<file path="config.mk">
export PLATFORM = sky130hd
export DESIGN_NAME = frame_burst_writer
export DESIGN_NICKNAME = d
export VERILOG_FILES = /design/src/rtl/frame_burst_writer_pkg.sv /design/src/rtl/frame_burst_writer_pix_fifo.sv /design/src/rtl/frame_burst_writer.sv
export SDC_FILE = /design/constraint.sdc
export NUM_CORES = 1
export LEC_CHECK = 0
export BUFFER_PORTS_ARGS = -buffer_cell sky130_fd_sc_hd__clkbuf_2
export CORE_UTILIZATION = 40
export CTS_CLUSTER_SIZE = 24
export DETAILED_ROUTE_END_ITERATION = 10
export PLACE_DENSITY = 0.56
export SYNTH_ARGS = -nofsm -noshare
export SYNTH_HDL_FRONTEND = slang
export SYNTH_SLANG_ARGS = --single-unit
</file>
<file path="constraint.sdc">
create_clock -name clk -period 8 [get_ports clk]
set_clock_uncertainty 0.1 [all_clocks]
set_input_delay 1.6 -clock clk [delete_from_list [all_inputs] [get_ports clk]]
set_output_delay 1.6 -clock clk [all_outputs]
set_load 0.01 [all_outputs]
</file>
<file path="src/rtl/frame_burst_writer_pkg.sv">
// -----------------------------------------------------------------------------
// frame_burst_writer_pkg
// Shared definitions for the frame burst writer: write-path FSM state
// encoding, frame-buffer address width and the frame size helper.
// -----------------------------------------------------------------------------
package frame_burst_writer_pkg;

    // Word address width of the SDRAM frame-buffer controller.
    localparam int ADDR_W = 20;

    typedef enum logic [1:0] {
        ST_IDLE = 2'd0,
        ST_REQ  = 2'd1,
        ST_DATA = 2'd2
    } fbw_state_t;

    // One pixel occupies one word, so a frame is simply H*V words.
    function automatic int frame_words(input int h_active, input int v_active);
        return h_active * v_active;
    endfunction

endpackage

</file>
<file path="src/rtl/frame_burst_writer_pix_fifo.sv">
// -----------------------------------------------------------------------------
// frame_burst_writer_pix_fifo
// Synchronous pixel FIFO between the unthrottled pixel stream and the burst
// engine. Read data is registered: a pop loads o_rd_data at the clock edge,
// so the popped word is visible the cycle after the pop.
// A push while full is dropped even if a pop happens in the same cycle;
// fullness is judged on the current count.
//
// Ports:
//   clk, rst_n   clock, asynchronous active-low reset
//   i_push       write strobe (ignored while full)
//   i_push_data  word to write
//   i_pop        read strobe (ignored while empty)
//   o_rd_data    registered read word, 0 after reset
//   o_count      number of stored words (0..DEPTH)
//   o_full       count == DEPTH
// -----------------------------------------------------------------------------
module frame_burst_writer_pix_fifo #(
    parameter  int DATA_W = 16,
    parameter  int DEPTH  = 64,
    localparam int AW     = $clog2(DEPTH),
    localparam int CW     = AW + 1
) (
    input  logic              clk,
    input  logic              rst_n,
    input  logic              i_push,
    input  logic [DATA_W-1:0] i_push_data,
    input  logic              i_pop,
    output logic [DATA_W-1:0] o_rd_data,
    output logic [CW-1:0]     o_count,
    output logic              o_full
);

    logic [DATA_W-1:0] r_mem [DEPTH];
    logic [AW-1:0]     r_wr_ptr;
    logic [AW-1:0]     r_rd_ptr;
    logic [CW-1:0]     r_count;
    logic [DATA_W-1:0] r_rd_data;

    logic w_full;
    logic w_empty;
    logic w_do_push;
    logic w_do_pop;

    assign w_full    = (r_count == CW'(DEPTH));
    assign w_empty   = (r_count == '0);
    assign w_do_push = i_push && !w_full;
    assign w_do_pop  = i_pop && !w_empty;

    // NOTE: the storage array has no reset; the pointers and count define
    // which entries are valid, and a resettable array would cost a reset
    // net per bit for nothing.
    always_ff @(posedge clk) begin
        if (w_do_push) begin
            r_mem[r_wr_ptr] <= i_push_data;
        end
    end

    // NOTE: every state register is written with <= so all flops sample the
    // pre-edge values, independent of statement order.
    always_ff @(posedge clk or negedge rst_n) begin
        if (!rst_n) begin
            r_wr_ptr  <= '0;
            r_rd_ptr  <= '0;
            r_count   <= '0;
            r_rd_data <= '0;
        end else begin
            // DEPTH is a power of two, so the pointers wrap naturally.
            if (w_do_push) begin
                r_wr_ptr <= r_wr_ptr + 1'b1;
            end
            if (w_do_pop) begin
                r_rd_ptr  <= r_rd_ptr + 1'b1;
                r_rd_data <= r_mem[r_rd_ptr];
            end
            case ({w_do_push, w_do_pop})
                2'b10:   r_count <= r_count + 1'b1;
                2'b01:   r_count <= r_count - 1'b1;
                default: r_count <= r_count;
            endcase
        end
    end

    assign o_rd_data = r_rd_data;
    assign o_count   = r_count;
    assign o_full    = w_full;

endmodule

</file>
<file path="src/rtl/frame_burst_writer.sv">
// -----------------------------------------------------------------------------
// frame_burst_writer
// Buffers the in-order RGB565 pixel stream and writes it to the SDRAM frame
// buffer as fixed-length bursts at linearly advancing word addresses. The
// pixel stream has no backpressure: pixels arriving while the FIFO is full
// are dropped and flagged by a sticky overflow.
//
// Burst sequence: IDLE waits for BURST_LEN buffered words, REQ holds wr_req
// with a stable address until wr_ack, DATA streams BURST_LEN words on
// consecutive cycles. The first pop happens on the ack edge so data follows
// the ack by exactly one cycle.
//
// Ports:
//   clk, rst_n      clock, asynchronous active-low reset
//   pix_data        16-bit pixel, pix_valid strobe (no backpressure)
//   wr_req/wr_addr  burst request and start word address
//   wr_ack          one-cycle accept from the controller (only used in REQ)
//   wr_data/_valid  burst words, one per cycle
//   frame_done      one-cycle pulse after the last word of a frame
//   overflow        sticky, a pixel was dropped
//   frame_sel       frame buffer currently being written
//
// Build option: define FRAME_DOUBLE_BUFFER_EN to alternate frames between
// offset 0 and offset FRAME_WORDS; otherwise frame_sel is tied low.
// -----------------------------------------------------------------------------
module frame_burst_writer
    import frame_burst_writer_pkg::*;
#(
    parameter int                H_ACTIVE   = 640,
    parameter int                V_ACTIVE   = 480,
    parameter int                BURST_LEN  = 16,
    parameter int                FIFO_DEPTH = 64,
    parameter logic [ADDR_W-1:0] BASE_ADDR  = '0
) (
    input  logic              clk,
    input  logic              rst_n,
    input  logic [15:0]       pix_data,
    input  logic              pix_valid,
    output logic              wr_req,
    output logic [ADDR_W-1:0] wr_addr,
    input  logic              wr_ack,
    output logic [15:0]       wr_data,
    output logic              wr_data_valid,
    output logic              frame_done,
    output logic              overflow,
    output logic              frame_sel
);

    localparam int FRAME_WORDS = frame_words(H_ACTIVE, V_ACTIVE);
    localparam int BW          = $clog2(BURST_LEN);
    localparam int CW          = $clog2(FIFO_DEPTH) + 1;

    // Elaboration-time parameter checks.
    if ((FRAME_WORDS % BURST_LEN) != 0) begin : g_bad_frame
        $error("frame_burst_writer: H_ACTIVE*V_ACTIVE must be a multiple of BURST_LEN");
    end
    if ((BURST_LEN < 2) || ((BURST_LEN & (BURST_LEN - 1)) != 0)) begin : g_bad_burst
        $error("frame_burst_writer: BURST_LEN must be a power of two >= 2");
    end
    if ((FIFO_DEPTH < 2 * BURST_LEN) || ((FIFO_DEPTH & (FIFO_DEPTH - 1)) != 0)) begin : g_bad_depth
        $error("frame_burst_writer: FIFO_DEPTH must be a power of two >= 2*BURST_LEN");
    end

    fbw_state_t        r_state;
    fbw_state_t        w_state_next;
    logic [BW-1:0]     r_beat;
    logic [ADDR_W-1:0] r_word_ptr;
    logic              r_wr_data_valid;
    logic              r_frame_done;
    logic              r_overflow;

    logic              w_pop;
    logic              w_burst_done;
    logic              w_last_beat;
    logic              w_wrap;
    logic [ADDR_W-1:0] w_ptr_next;
    logic [ADDR_W-1:0] w_frame_offset;
    logic [CW-1:0]     w_count;
    logic              w_full;
    logic [15:0]       w_fifo_data;

    frame_burst_writer_pix_fifo #(
        .DATA_W (16),
        .DEPTH  (FIFO_DEPTH)
    ) u_pix_fifo (
        .clk         (clk),
        .rst_n       (rst_n),
        .i_push      (pix_valid),
        .i_push_data (pix_data),
        .i_pop       (w_pop),
        .o_rd_data   (w_fifo_data),
        .o_count     (w_count),
        .o_full      (w_full)
    );

    assign w_last_beat = (r_beat == BW'(BURST_LEN - 1));
    assign w_ptr_next  = r_word_ptr + ADDR_W'(BURST_LEN);
    assign w_wrap      = (w_ptr_next == ADDR_W'(FRAME_WORDS));

    always_ff @(posedge clk or negedge rst_n) begin
        if (!rst_n) begin
            r_state <= ST_IDLE;
        end else begin
            r_state <= w_state_next;
        end
    end

    // NOTE: every signal driven here gets a default before the case, so no
    // path leaves one unassigned and no latch is inferred.
    always_comb begin
        w_state_next = r_state;
        w_pop        = 1'b0;
        w_burst_done = 1'b0;
        case (r_state)
            ST_IDLE: begin
                if (w_count >= CW'(BURST_LEN)) begin
                    w_state_next = ST_REQ;
                end
            end
            ST_REQ: begin
                if (wr_ack) begin
                    w_state_next = ST_DATA;
                    w_pop        = 1'b1;
                end
            end
            ST_DATA: begin
                // Pops run one beat ahead of the output: the ack edge plus
                // beats 0..BURST_LEN-2 give exactly BURST_LEN pops.
                if (w_last_beat) begin
                    w_state_next = ST_IDLE;
                    w_burst_done = 1'b1;
                end else begin
                    w_pop = 1'b1;
                end
            end
            default: w_state_next = ST_IDLE;
        endcase
    end

    always_ff @(posedge clk or negedge rst_n) begin
        if (!rst_n) begin
            r_beat          <= '0;
            r_word_ptr      <= '0;
            r_wr_data_valid <= 1'b0;
            r_frame_done    <= 1'b0;
            r_overflow      <= 1'b0;
        end else begin
            r_wr_data_valid <= w_pop;
            r_frame_done    <= w_burst_done && w_wrap;
            if (pix_valid && w_full) begin
                r_overflow <= 1'b1;
            end
            if (r_state == ST_DATA) begin
                r_beat <= r_beat + 1'b1;
            end else begin
                r_beat <= '0;
            end
            if (w_burst_done) begin
                r_word_ptr <= w_wrap ? '0 : w_ptr_next;
            end
        end
    end

`ifdef FRAME_DOUBLE_BUFFER_EN
    if ((2 * FRAME_WORDS + int'(BASE_ADDR)) > (1 << ADDR_W)) begin : g_bad_addr
        $error("frame_burst_writer: two frames above BASE_ADDR exceed the address space");
    end

    logic r_frame_sel;

    always_ff @(posedge clk or negedge rst_n) begin
        if (!rst_n) begin
            r_frame_sel <= 1'b0;
        end else if (w_burst_done && w_wrap) begin
            r_frame_sel <= ~r_frame_sel;
        end
    end

    assign w_frame_offset = r_frame_sel ? ADDR_W'(FRAME_WORDS) : '0;
    assign frame_sel      = r_frame_sel;
`else
    if ((FRAME_WORDS + int'(BASE_ADDR)) > (1 << ADDR_W)) begin : g_bad_addr
        $error("frame_burst_writer: frame above BASE_ADDR exceeds the address space");
    end

    assign w_frame_offset = '0;
    assign frame_sel      = 1'b0;
`endif

    // Address sources only change at the end of a burst, so wr_addr is
    // stable for the whole time wr_req is high.
    assign wr_req        = (r_state == ST_REQ);
    assign wr_addr       = BASE_ADDR + w_frame_offset + r_word_ptr;
    assign wr_data       = w_fifo_data;
    assign wr_data_valid = r_wr_data_valid;
    assign frame_done    = r_frame_done;
    assign overflow      = r_overflow;

endmodule
</file>
==> metrics.md, run 1 <==
| Metric | Value |
|---|---|
| Worst-Skew Late Latency | between 600 and 700 ps |
| Starting Density | 0.4062 |
| Fin. Hold Viols | 0 |
| Synth Area in XOR/XNOR | 0.005594 |
| Asr flop ratio synth | 0.05535 |
| Power density cells | 339.5 nW/µm² |
| Initial antenna violation count | 3 |
| Post-synth EDFFs | 1024 |
| Number of global-route vias before repair | approximately 21k |
| Clk buf depth | 3 |
| NetSw | 5.000 mW |
| Die Width | 327.1 µm |
| Internal power | approximately 11 mW |
| Ports | 61 |
| IO Port Bufs | 55 |
| Die Area | 107000 µm² |
| Largest area contributor in the netlist | edfxtp_1 |
| Req. time, crit path | about 8400 ps |
| Routed Antenna Nets | 0 |
| Fill cells | just under 9k |
| Comb pwr share | 0.268 |
| Post-synth top area share | 0.7274 |
| Clock-pin slew on the worst setup and hold paths | approximately 60 ps |
| Post-Synth Adder-Cell Area | 0.004617 |
| Cts hold-fix bufs | 0 |
| Antenna diode count | 0 |
| Worst setup EP type | register |
| Die height | 327.1 µm |
| Largest net degree at the start of global routing | 129 |
| DR iter-0 viols | 1880 |
| Most frequent cells in the layout | edfxtp_1, mux4_2, mux2i_1 |
| Hold Crit Class | register to register |
| Final critical-path required period | 4219 ps |
| Fmax | 0.2370 GHz |
| Ys flop type | edfxtp_1 |
| Gr usage total | 0.1932 |
| Synth Cell Area | 42280 µm² |
| Slew Limit Fails | 0 |
| Clock power share | 0.308 |
| Via density | between 5 and 6 |
| DP Wirelength | 57870 µm |
| Slew HR | 0.1441 |
| Critical path arrival | 4640 ps |
| Max Cap Viol | 0 |
| Synthesized area per cell | 20.56 µm² |
| Multiplexer area fraction after synthesis | 0.1594 |
| Worst-margin pin slew | roughly 1300 ps |
| Worst setup path category | register to register |
| Core area | 104100 µm² |
| Peak supply drop | 0.0002659 V |
| CTS Sinks | 1084 |
| Total number of vias | just over 20k |
| Synthesized netlist cell count | roughly 2.1k |
| Flop pwr share | 0.425 |
| Global-route wire length before repair | about 150000 µm |
| CTS tree | built |
| Post-CTS Setup Inserts | 0 |
| Post-synthesis register bit count | 1084 |
| Static Leak | 15.53 nW |
| Main combinational cell family by area after synthesis | multiplexers |
| Crit start category | register |
| Final worst-path cycle share | 0.5273 |
| Setup repair after global routing missed its margin | false |
| H-Tree Level Count | 3 |
| # setup viols final | 0 |
| Compound-Gate Fraction of Synth Area | 0.02427 |
| Worst hold slack | 360.6 ps |
| DRC viols | 0 |
| Outcome | complete, no violations |
| CTS Root Cell | clkbuf_16 |
| Final wirelength | 102500 µm |
| Distinct cell type count after synthesis | 55 |
| Routed WL per cell | 27.92 µm |
| Switch share | 0.3073 |
| Total global routing overflow | 0 |
| Total CTS buffers | about 110 |
| Synth-to-Final Area Change | 13.37% |
| Post_cts resized | 0 |
| First-pass DRT Iterations | 6 |
| Layout cell share with drive strength beyond 1 | 0.2400 |
| Setup Total Neg Slack | 0 ps |
| Commonest non-fill, non-tap cell in the layout | edfxtp_1 |
| Critical path fanouts, max | 48 |
| Row count | 118 |
| Nets | roughly 2.2k |
| Gp weighted congestion | 0.8290 |
| Seq/Total Area, Yosys | 0.7629 |
| Synth area leaders | edfxtp_1, mux4_2, mux2i_1 |
| Syn. warnings | 0 |
| Simple-gate area share of the yosys netlist | 0.02779 |
[cells by family (layout without fill, tap and decap cells)]
kind of cell | after synthesis | count (layout)
other | 1 | 5
multiplexers | 387 | 387
AO/OA/AOI/OAI | 160 | 160
buffers and inverters | 128 | 360
XOR/XNOR | 27 | 27
AND/OR/NAND/NOR | 254 | 254
adder cells (fa/ha/maj) | 15 | 15
flip-flops | 1084 | 1084
[state kept, by name, summed over array words and instances (netlist names), 2 cells and up]
register,flops
u_pix_fifo.o_count,7
u_pix_fifo.o_rd_data,16
r_beat,4
u_pix_fifo.r_mem,1024
u_pix_fifo.r_rd_ptr,6
r_state,2
u_pix_fifo.r_wr_ptr,6
r_word_ptr,16
[per-layer routing]
metal,global-route usage,vias up,part of all wire
li1,-,8746,-
met1,0.2662,10870,0.43
met2,0.3143,649,0.49
met3,0.04124,151,0.065
met4,0.04683,0,0.022
met5,0,-,0
[power by group through the flow]
stage                     combinational (mW)  sequential (mW)  clock (mW)
after floorplan                         3.07             6.71           0
after global placement                  4.38             7.00           0
after detailed placement                4.41             7.02           0
after CTS                               4.42             6.91        5.10
after global routing                    4.63             6.94        5.31
final                                   4.36             6.91        5.01
[through the flow]
stage,area [µm²],setup WS [ps],util,cells,power (mW)
4_1_cts,47930,3703,0.4604,3672,16.42
3_5_place_dp,44430,3314,0.4268,3468,11.43
6_report,47930,3781,0.4604,3672,16.27
2_1_floorplan,42290,3999,-,2060,9.783
3_3_place_gp,44430,3356,0.4268,3468,11.38
5_1_grt,47930,3537,0.4604,3672,16.89
[cell usage after synthesis, types with 16 or more instances]
cell,instances
a22oi_1,18
a32oi_1,16
buf_2,33
clkbuf_1,45
dfrtp_1,60
edfxtp_1,1024
mux2i_1,158
mux4_2,229
nand2_1,40
nor2_1,121
nor3_1,18
o21ai_0,37
o21ai_1,23
o22ai_1,29
xnor2_1,21
[worst max-delay path, stage by stage (launching register included)]
cell and delay (ps):
dfrtp_4 830, buf_4 640, buf_4 720, mux4_2 450, mux4_2 480, mux2i_1 660, o21ai_1 140
[worst paths after layout]
kind | cells after the start | start | slack [ps] | end
min | 1 | r_beat[0] | 360 | r_beat[0]
min in group asynchronous | 2 | rst_n | 1000 | r_word_ptr[19]
min reg2reg | 1 | r_beat[0] | 360 | r_beat[0]
max in group asynchronous | 2 | rst_n | 6040 | u_pix_fifo.r_rd_ptr[2]
max | 6 | u_pix_fifo.r_rd_ptr[1] | 3780 | u_pix_fifo.o_rd_data[4]
max reg2reg | 6 | u_pix_fifo.r_rd_ptr[1] | 3780 | u_pix_fifo.o_rd_data[4]
[final cells by class]
cell class / instances / area (µm²) / share of cell area
flip-flops and latches: 1084 / 32270 / 0.6733
multi-input cells: 848 / 9433 / 0.1968
clock buffers: 155 / 3005 / 0.06271
well taps: 1380 / 1727 / 0.03603
repair buffers: 141 / 945.9 / 0.01974
clock inverters: 49 / 491.7 / 0.01026
inverters: 15 / 56.30 / 0.001175
(Power assumes the default switching activity.)
==> run 2: changes to the inputs <==
Clock period 8 ns to 4.3 ns, I/O delays scaled along.
==> run 2 against run 1 <==
Combinational power grew 99%; sequential share of layout area shrank 0.83 points; cell count grew 1.4%; worst setup slack lost 3100 ps; first-iteration DRC count grew 18%; flip-flop and latch count is the same; via count grew 1.2%; wire length grew 0.36%; total power grew 90%.
==> metrics.md, run 2 (synthesis gave the netlist of run 1 again) <==
| Metric | Value |
|---|---|
| Power density cells | 638.6 nW/µm² (+88%) |
| Worst-margin pin slew | 1142 ps (-137.1 ps) |
| Cts hold-fix bufs | 0 (unchanged) |
| Outcome | complete, no violations |
| CP peak stage delay | 580 ps (-250 ps) |
| CTS tree | built |
| DR iter-0 viols | 2222 (+18%) |
| Die Area | 107000 µm² (unchanged) |
| Critical path fanouts, max | 8 (-83%) |
| Worst-Skew Late Latency | 680 ps (about the same) |
| DP Wirelength | 63640 µm (+10%) |
| First-pass DRT Iterations | 5 (-1) |
| Slew Limit Fails | 0 (unchanged) |
| Peak supply drop | 0.0004678 V (+76%) |
| Routed Antenna Nets | 0 (unchanged) |
| Final worst-path cycle share | 0.8424 (+0.3151) |
| Worst setup EP type | register |
| Req. time, crit path | 4770 ps (-3650 ps) |
| Worst R2R Setup Slack | 680 ps (-3100 ps) |
| Slew HR | 0.2387 (+0.09455) |
| IO Port Bufs | 55 (unchanged) |
| Reg with most FFs | u_pix_fifo.r_mem |
| Worst hold slack | 283.3 ps (-77.30 ps) |
| PnR worst setup slack | 677.6 ps (-3104 ps) |
| Hold Crit Class | input port to asynchronous set/reset pin |
| Layout cell share with drive strength beyond 1 | 0.2601 (+0.02016) |
| Post_cts resized | 0 (unchanged) |
| Worst setup path category | register to register |
| Fmax | 0.2761 GHz (+16%) |
| Gr usage total | 0.1953 (+0.002053) |
| Inst Count DP | 3517 (+1.4%) |
| Crit start category | register |
| Static Leak | 15.90 nW (+2.3%) |
| DRC viols | 0 (unchanged) |
| Synth-to-Final Area Change | 14.78% |
| Commonest non-fill, non-tap cell in the layout | edfxtp_1 |
| Starting Density | 0.4062 (unchanged) |
| Antenna diode count | 0 (unchanged) |
| Worst path bufs/invs | 2 (unchanged) |
| Total number of vias | 20.66k (+1.2%) |
| Crit-path leading delay family | simple AND/OR/NAND/NOR gates |
| Setup Total Neg Slack | 0 ps (unchanged) |
| Final critical-path required period | 3622 ps (-596.2 ps) |
| Post-Layout Cell Count | 3725 (+1.4%) |
| H-Tree Level Count | 3 (unchanged) |
| CTS Sinks | 1084 (unchanged) |
| Global-route wire length before repair | 150700 µm (+0.99%) |
| Gp weighted congestion | 0.8533 (+2.9%) |
| Setup repair after global routing missed its margin | false |
| Overall power | 30.99 mW (+90%) |
| Most frequent cells in the layout | edfxtp_1, mux4_2, mux2i_1 |
| Initial antenna violation count | 2 (-1) |
| Max FFs per register | 1024 (unchanged) |
| Clk buf depth | 3 (unchanged) |
| Largest net degree at the start of global routing | 65 (-50%) |
| Fin. Hold Viols | 0 (unchanged) |
| CP max-delay cell | nor4_1 |
| # setup viols final | 0 (unchanged) |
| Clock-pin slew on the worst setup and hold paths | 60 ps (about the same) |
| Ports | 61 (unchanged) |
| Total CTS buffers | 111 (-0.89%) |
| Via density | 5.545 (-0.29%) |
| Nets | 2285 (+2.1%) |
| CTS Root Cell | clkbuf_16 |
| Critical path arrival | 4090 ps (-550 ps) |
| Routed WL per cell | 27.62 µm (-1.1%) |
| Number of global-route vias before repair | 21.12k (+0.85%) |
| Final wirelength | 102900 µm (+0.36%) |
| Worst path cell trace | nor4_1, nand3_1, and2_1, inv_1, ha_1, inv_1, fa_1, nor2b_1, o21ai_0, a21boi_0, or4_1, nand3_1, xor2_1 |
| Max Cap Viol | 0 (unchanged) |
| Row count | 118 (unchanged) |
| Die height | 327.1 µm (unchanged) |
| Core area | 104100 µm² (unchanged) |
| Post-CTS Setup Inserts | 0 (unchanged) |
| Die Width | 327.1 µm (unchanged) |
| Pre-CTS setup slack | 643.0 ps (-2671 ps) |
| Total global routing overflow | 0 (unchanged) |
## run 2: area by class of cell
type,count,area [µm²]
repair buffers,190,1414
clock buffers,148,3052
multi-input cells,848,9433
well taps,1380,1727
clock inverters,60,575.6
inverters,15,56.30
flip-flops and latches,1084,32270
fillers,8580,55560
## run 2: layer usage
metal	share of wire	up-vias	track usage
li1	-	8866	-
met1	0.44	10980	0.2802
met2	0.48	680	0.3099
met3	0.066	132	0.03894
met4	0.018	0	0.04206
met5	0	-	0
## run 2: power by group
part           internal (mW)  switching, mW  total, mW
sequential              12.1          0.654       12.8
combinational           3.67           5.00       8.67
clock                   5.62           3.94       9.57
total                   21.4           9.60       31.0
## run 2: worst paths after layout
check                                 startpoint                 endpoint  cells past startpoint
hold / removal                             rst_n           r_word_ptr[16]                      1
hold reg to reg                        r_beat[0]                r_beat[0]                      1
setup reg to reg           u_pix_fifo.o_count[0]    u_pix_fifo.o_count[6]                     13
max in group asynchronous                  rst_n  u_pix_fifo.o_rd_data[5]                      2
setup / recovery           u_pix_fifo.o_count[0]    u_pix_fifo.o_count[6]                     13
min in group clk                       pix_valid                 overflow                      2
## run 2: metrics by stage
step | utilization | cell area [µm²]
after CTS | 0.4662 | 48520
after floorplan | - | 42290
after detailed placement | 0.4313 | 44900
final | 0.4662 | 48520
after global routing | 0.4662 | 48520
after global placement | 0.4313 | 44900
